File: src/rtl/neo_mc_detector.sv
// Multi-channel, parametrised-lag Nonlinear Energy Operator with spike detection.
// Each channel keeps a 2K-deep sample history and computes
// psi[n] = x[n-K]^2 - x[n]*x[n-2K]. The result is saturated to M bits and
// compared against a runtime threshold. A per-channel refractory hold-off,
// counted in that channel's outputs, suppresses repeat detections.
module neo_mc_detector #(
  parameter int N  = 16,
  parameter int M  = 32,
  parameter int CH = 4,
  parameter int K  = 1,
  parameter int RW = 8,
  localparam int CHW = (CH > 1) ? $clog2(CH) : 1
) (
  input  logic                  Clk,
  input  logic                  reset,
  input  logic                  in_valid,
  input  logic [CHW-1:0]        in_ch,
  input  logic signed [N-1:0]   in_data,
  input  logic signed [M-1:0]   threshold,
  input  logic [RW-1:0]         refract_len,
  output logic                  out_valid,
  output logic [CHW-1:0]        out_ch,
  output logic signed [M-1:0]   out_energy,
  output logic                  out_sat,
  output logic                  spike
);

  localparam int D  = 2 * K;
  localparam int WW = $clog2(D + 1);
  localparam logic [WW-1:0] WARM = WW'(D);
  localparam logic [CHW:0] CH_LIM = (CHW + 1)'(CH);

  logic signed [N-1:0] hist [CH][D];
  logic [WW-1:0]       warm [CH];
  logic [RW-1:0]       refract [CH];

  logic                accept;
  logic                produce;
  logic [CHW-1:0]      ch_idx;
  logic signed [N-1:0] xk;
  logic signed [N-1:0] x2k;

  logic                  s1_valid;
  logic [CHW-1:0]        s1_ch;
  logic signed [2*N-1:0] s1_sq;
  logic signed [2*N-1:0] s1_xp;

  logic signed [2*N:0]   diff;
  logic signed [M-1:0]   sat_e;
  logic                  sat_flag;
  logic                  det;

  // Qualify the incoming sample and pick up the lagged history taps it needs.
  always_comb begin
    accept  = in_valid && ({1'b0, in_ch} < CH_LIM);
    ch_idx  = accept ? in_ch : '0;
    xk      = hist[ch_idx][K-1];
    x2k     = hist[ch_idx][D-1];
    produce = accept && (warm[ch_idx] == WARM);
  end

  // Shift the sample into its channel history and advance its warm-up count.
  always_ff @(posedge Clk or negedge reset) begin
    if (!reset) begin
      for (int c = 0; c < CH; c++) begin
        warm[c] <= '0;
        for (int i = 0; i < D; i++) begin
          hist[c][i] <= '0;
        end
      end
    end else if (accept) begin
      hist[ch_idx][0] <= in_data;
      for (int i = 1; i < D; i++) begin
        hist[ch_idx][i] <= hist[ch_idx][i-1];
      end
      if (warm[ch_idx] != WARM) begin
        warm[ch_idx] <= warm[ch_idx] + WW'(1);
      end
    end
  end

  // Stage 1: register the two products from the pre-shift history.
  always_ff @(posedge Clk or negedge reset) begin
    if (!reset) begin
      s1_valid <= 1'b0;
      s1_ch    <= '0;
      s1_sq    <= '0;
      s1_xp    <= '0;
    end else begin
      s1_valid <= produce;
      if (produce) begin
        s1_ch <= ch_idx;
        s1_sq <= xk * xk;
        s1_xp <= in_data * x2k;
      end
    end
  end

  // Form the full-precision difference one bit wider than the products.
  always_comb begin
    diff = $signed({s1_sq[2*N-1], s1_sq}) - $signed({s1_xp[2*N-1], s1_xp});
  end

  if (M < 2 * N + 1) begin : g_sat
    localparam logic signed [2*N:0] EMAX = {{(2*N+2-M){1'b0}}, {(M-1){1'b1}}};
    localparam logic signed [2*N:0] EMIN = {{(2*N+2-M){1'b1}}, {(M-1){1'b0}}};

    // Clamp the difference to the signed M-bit range and flag any clipping.
    always_comb begin
      sat_e    = diff[M-1:0];
      sat_flag = 1'b0;
      if (diff > EMAX) begin
        sat_e    = {1'b0, {(M-1){1'b1}}};
        sat_flag = 1'b1;
      end else if (diff < EMIN) begin
        sat_e    = {1'b1, {(M-1){1'b0}}};
        sat_flag = 1'b1;
      end
    end
  end else begin : g_nosat
    // The output is wide enough for any difference, so just sign-extend.
    always_comb begin
      sat_e    = M'(diff);
      sat_flag = 1'b0;
    end
  end

  // Strict signed threshold test gated by the channel's refractory count.
  always_comb begin
    det = (sat_e > threshold) && (refract[s1_ch] == '0);
  end

  // Stage 2: register results; energy, channel and flag hold when idle.
  always_ff @(posedge Clk or negedge reset) begin
    if (!reset) begin
      out_valid  <= 1'b0;
      out_ch     <= '0;
      out_energy <= '0;
      out_sat    <= 1'b0;
      spike      <= 1'b0;
    end else begin
      out_valid <= s1_valid;
      spike     <= s1_valid && det;
      if (s1_valid) begin
        out_ch     <= s1_ch;
        out_energy <= sat_e;
        out_sat    <= sat_flag;
      end
    end
  end

  // Reload the hold-off on a spike, otherwise count it down per output.
  always_ff @(posedge Clk or negedge reset) begin
    if (!reset) begin
      for (int c = 0; c < CH; c++) begin
        refract[c] <= '0;
      end
    end else if (s1_valid) begin
      if (det) begin
        refract[s1_ch] <= refract_len;
      end else if (refract[s1_ch] != '0) begin
        refract[s1_ch] <= refract[s1_ch] - RW'(1);
      end
    end
  end

endmodule

File: config.mk
export PLATFORM = sky130hd
export DESIGN_NAME = neo_mc_detector
export DESIGN_NICKNAME = d
export VERILOG_FILES = /design/src/rtl/neo_mc_detector.sv
export SDC_FILE = /design/constraint.sdc
export NUM_CORES = 2
export LEC_CHECK = 0
export ABC_AREA = 1
export CAP_MARGIN = 40
export CORE_MARGIN = 4
export CORE_UTILIZATION = 65
export CTS_BUF_LIST = sky130_fd_sc_hd__clkbuf_2
export CTS_CLUSTER_DIAMETER = 60
export DETAILED_ROUTE_END_ITERATION = 16
export PLACE_DENSITY_LB_ADDON = 0.3
export SETUP_SLACK_MARGIN = 0.3
export SLEW_MARGIN = 20
export SYNTH_ARGS = -nofsm -noshare
export SYNTH_HDL_FRONTEND = slang
export SYNTH_SLANG_ARGS = --single-unit
export TNS_END_PERCENT = 5
File: constraint.sdc
create_clock -name Clk -period 8.7 [get_ports Clk]
set_clock_uncertainty 0.1 [all_clocks]
set_input_delay 0.87 -clock Clk [delete_from_list [all_inputs] [get_ports Clk]]
set_output_delay 0.87 -clock Clk [all_outputs]
set_load 0.01 [all_outputs]
==> impl_metrics.csv <==
group,metric,value,unit
route,via_count,27700,
timing,finalSetupTns,0,ns
floorplan,dieArea,55060,um2
floorplan,num_io_pins,98,
cts,clk_transition_reported_paths,0.10,ns
worst_setup_path,regToRegEndpoint,"s1_xp[30]",
synthesis,synthArstFlopShare,100.0,%
floorplan,rows,82,
worst_setup_path,ff2ff_setup_slack,1.76,ns
cts,h-tree-depth,3,
cts,cts_setup_buffers,0,
timing,relSlewSlack,19.03,%
synthesis,synth_cell_types,51,
cts,ctsLongestPathBuffers,3,
final_layout,nNetsFinal,5103,
worst_setup_path,crit_slowest_cell,"fa_1",
worst_setup_path,reg2reg_depth,25,
synthesis,synth_seq_cells,271,
run,drv_cap,0,
route,wirelength,88.01,mm
synthesis,synthTopCellsByArea,"fa_1, dfrtp_1, nand2_1, inv_1, ha_1",
route,drt_iter0_markers,2363,
timing,drv_slew,0,
cts,clock_latency,1.06,ns
worst_setup_path,reg2reg_from,"hist[6]",
synthesis,syn_inst,4176,
floorplan,die_w,234.7,um
cts,cts_hold_buf,1,
worst_setup_path,criticalPathCategory,"primary input to flop",
timing,hold_violations,0,
synthesis,netlist_area,33390,um2
global_route,grt_max_degree,166,
worst_setup_path,critPathMostFrequentCell,"nand2_1",
worst_setup_path,max_stage_delay,0.57,ns
timing,whs,0.3409,ns
global_route,grt_antenna_before_repair,2,
cts,cts_tree,"built",
placed_design,gp_congestion,1.011,
placed_design,dpl.hpwl,70.86,mm
timing,fmaxAchievable,0.1355,GHz
timing,period_needed,7.379,ns
route,drc,0,
global_route,grt_overflow_total,0,
worst_setup_path,crit_arrival,8.15,ns
placed_design,port_buffers,97,
floorplan,initial_utilization,66.15,%
synthesis,synth_edf_count,0,
synthesis,ys_warn_count,0,
synthesis,yosysSeqAreaShare,20.31,%
hold_path,holdCritPathClass,"primary input to async pin",
cts,cts-resized-gates,0,
worst_setup_path,worst-path-max-fanout,7,
run_status,status,"complete, no violations",
worst_setup_path,end_kind,"flop",
cts,cts_root_buffer,"clkbuf_2",
cts,numCtsBuffers,72,
timing,fin_crit_sh,84.82,%
route,ant_nets,0,
worst_setup_path,required,9.47,ns
synthesis,synth_flop_cell,"dfrtp_1",
floorplan,fp.dieH,234.7,um
timing,fin_ws,1.321,ns
global_route,grt_pass1_wl,145.2,mm
global_route,grt_use_total,32.58,%
synthesis,synth_top_cell_area_share,30.10,%
final_layout,fin_cells,5030,
final_layout,drive_above_1_share,5.739,%
synthesis,yosysTopAreaCell,"fa_1",
synthesis,syn_avg_cell_area,7.996,um2
placed_design,dp.cells,4905,
cts,cts_sinks,271,
route,drt_pass1_iterations,6,
route,via_per_inst,5.506,
floorplan,core_area,50480,um2
placed_design,place_ws,0.3663,ns
global_route,grt_pass1_vias,28500,
route,wire_per_inst,17.50,um
worst_setup_path,start_kind,"primary input",
final_layout,area_delta_synth_final,7.757,%
timing,worst_pin_slew,1.215,ns
synthesis,synth_fp_nets,4970,
timing,rsz0062_at_grt,"false",
timing,finalSetupViolations,0,
## cells in the mapped netlist, types with 12 or more instances
cell / number
clkinv_1: 16
nor3_1: 29
fa_1: 502
a21oi_1: 138
dfrtp_1: 271
o21a_1: 13
nand3_1: 95
inv_1: 870
nor2_1: 350
a21o_1: 16
nand2_1: 1053
nor2_2: 12
buf_2: 24
o21ai_0: 212
clkbuf_1: 81
or2_2: 26
o21bai_1: 23
nand4_1: 31
ha_1: 231
xnor2_1: 32
xor2_1: 34
## metal layers
layer,vias to the layer above,track usage [%],part of all wire [%]
met1,13140,42.27,39
met4,0,12.94,4.6
met5,-,0,0
met3,288,7.786,9.7
li1,12950,-,-
met2,1322,53.49,47
## flip-flops by register name (all words and copies together), names as in the netlist
signal,count
hist,128
out_energy,32
refract,32
s1_xp,32
s1_sq,31
warm,8
out_ch,2
s1_ch,2
out_sat,1
out_valid,1
s1_valid,1
spike,1
## per-stage QoR
step / util (%) / area [um2]
floorplan: - / 33390
global placement: 69.95 / 35310
detailed placement: 70.01 / 35340
CTS: 71.24 / 35960
global route: 71.28 / 35980
finish: 71.28 / 35980
## worst max-delay path by stage
| stage | startpoint | to | slack [ns] | cells past startpoint |
|---|---|---|---|---|
| finish | in_valid | s1_sq[30] | 1.32 | 30 |
| global placement | in_valid | s1_sq[31] | 0.49 | 31 |
| detailed placement | in_valid | s1_sq[21] | 0.37 | 29 |
| floorplan | in_valid | s1_sq[30] | 1.38 | 28 |
| global route | in_valid | s1_sq[29] | 0.94 | 31 |
| CTS | in_valid | s1_sq[30] | 1.46 | 30 |
## kinds of logic after synthesis
| group | after synthesis | share of synthesized area [%] |
|---|---|---|
| simple gates | 1629 | 19.79 |
| buf+inv | 1005 | 11.41 |
| fa+ha+maj | 733 | 38.75 |
| compound gates | 470 | 7.948 |
| flops | 271 | 20.31 |
| xor+xnor | 66 | 1.731 |
| mux | 2 | 0.05996 |
## critical path: cells and delay by family
family	cells	cell delay [ns]
adders and majority gates	7	3.39
buffers and inverters	10	1.79
and+or+nand+nor	13	2.08
## layout make-up
class	instances	area (um2)
flip-flops and latches	271	6782
repair buffers	170	1574
multi-input cells	2900	22810
clock buffers	99	495.5
diodes	2	5.005
inverters	894	3358
well taps	672	840.8
clock inverters	22	117.6
fillers	4123	14500
## cells in the final DEF (no fill, tap or decap), types with 4 or more instances in the layout
cell type	n
xnor2_1	32
clkinv_1	32
o21ai_0	212
nor2_2	13
a21boi_0	10
a22o_1	4
a31o_2	5
ha_1	231
fa_1	502
dfrtp_1	271
o22ai_1	10
clkdlybuf4s50_1	96
nor2_1	349
clkbuf_2	99
buf_4	67
o21a_1	13
o22a_1	7
xor2_1	34
inv_1	870
a22oi_1	6
or2_2	26
buf_8	4
nor3_1	29
o21bai_1	23
nand4_1	31
nand3_2	5
nand3_1	95
a31oi_1	9
nand3b_1	11
inv_2	9
nand2_2	4
a21oi_1	138
a21o_1	16
nand2_1	1051
Power is left out: the tool's default activity adds up to more than one toggle a clock period on the data nets, which glitch-free logic cannot reach.
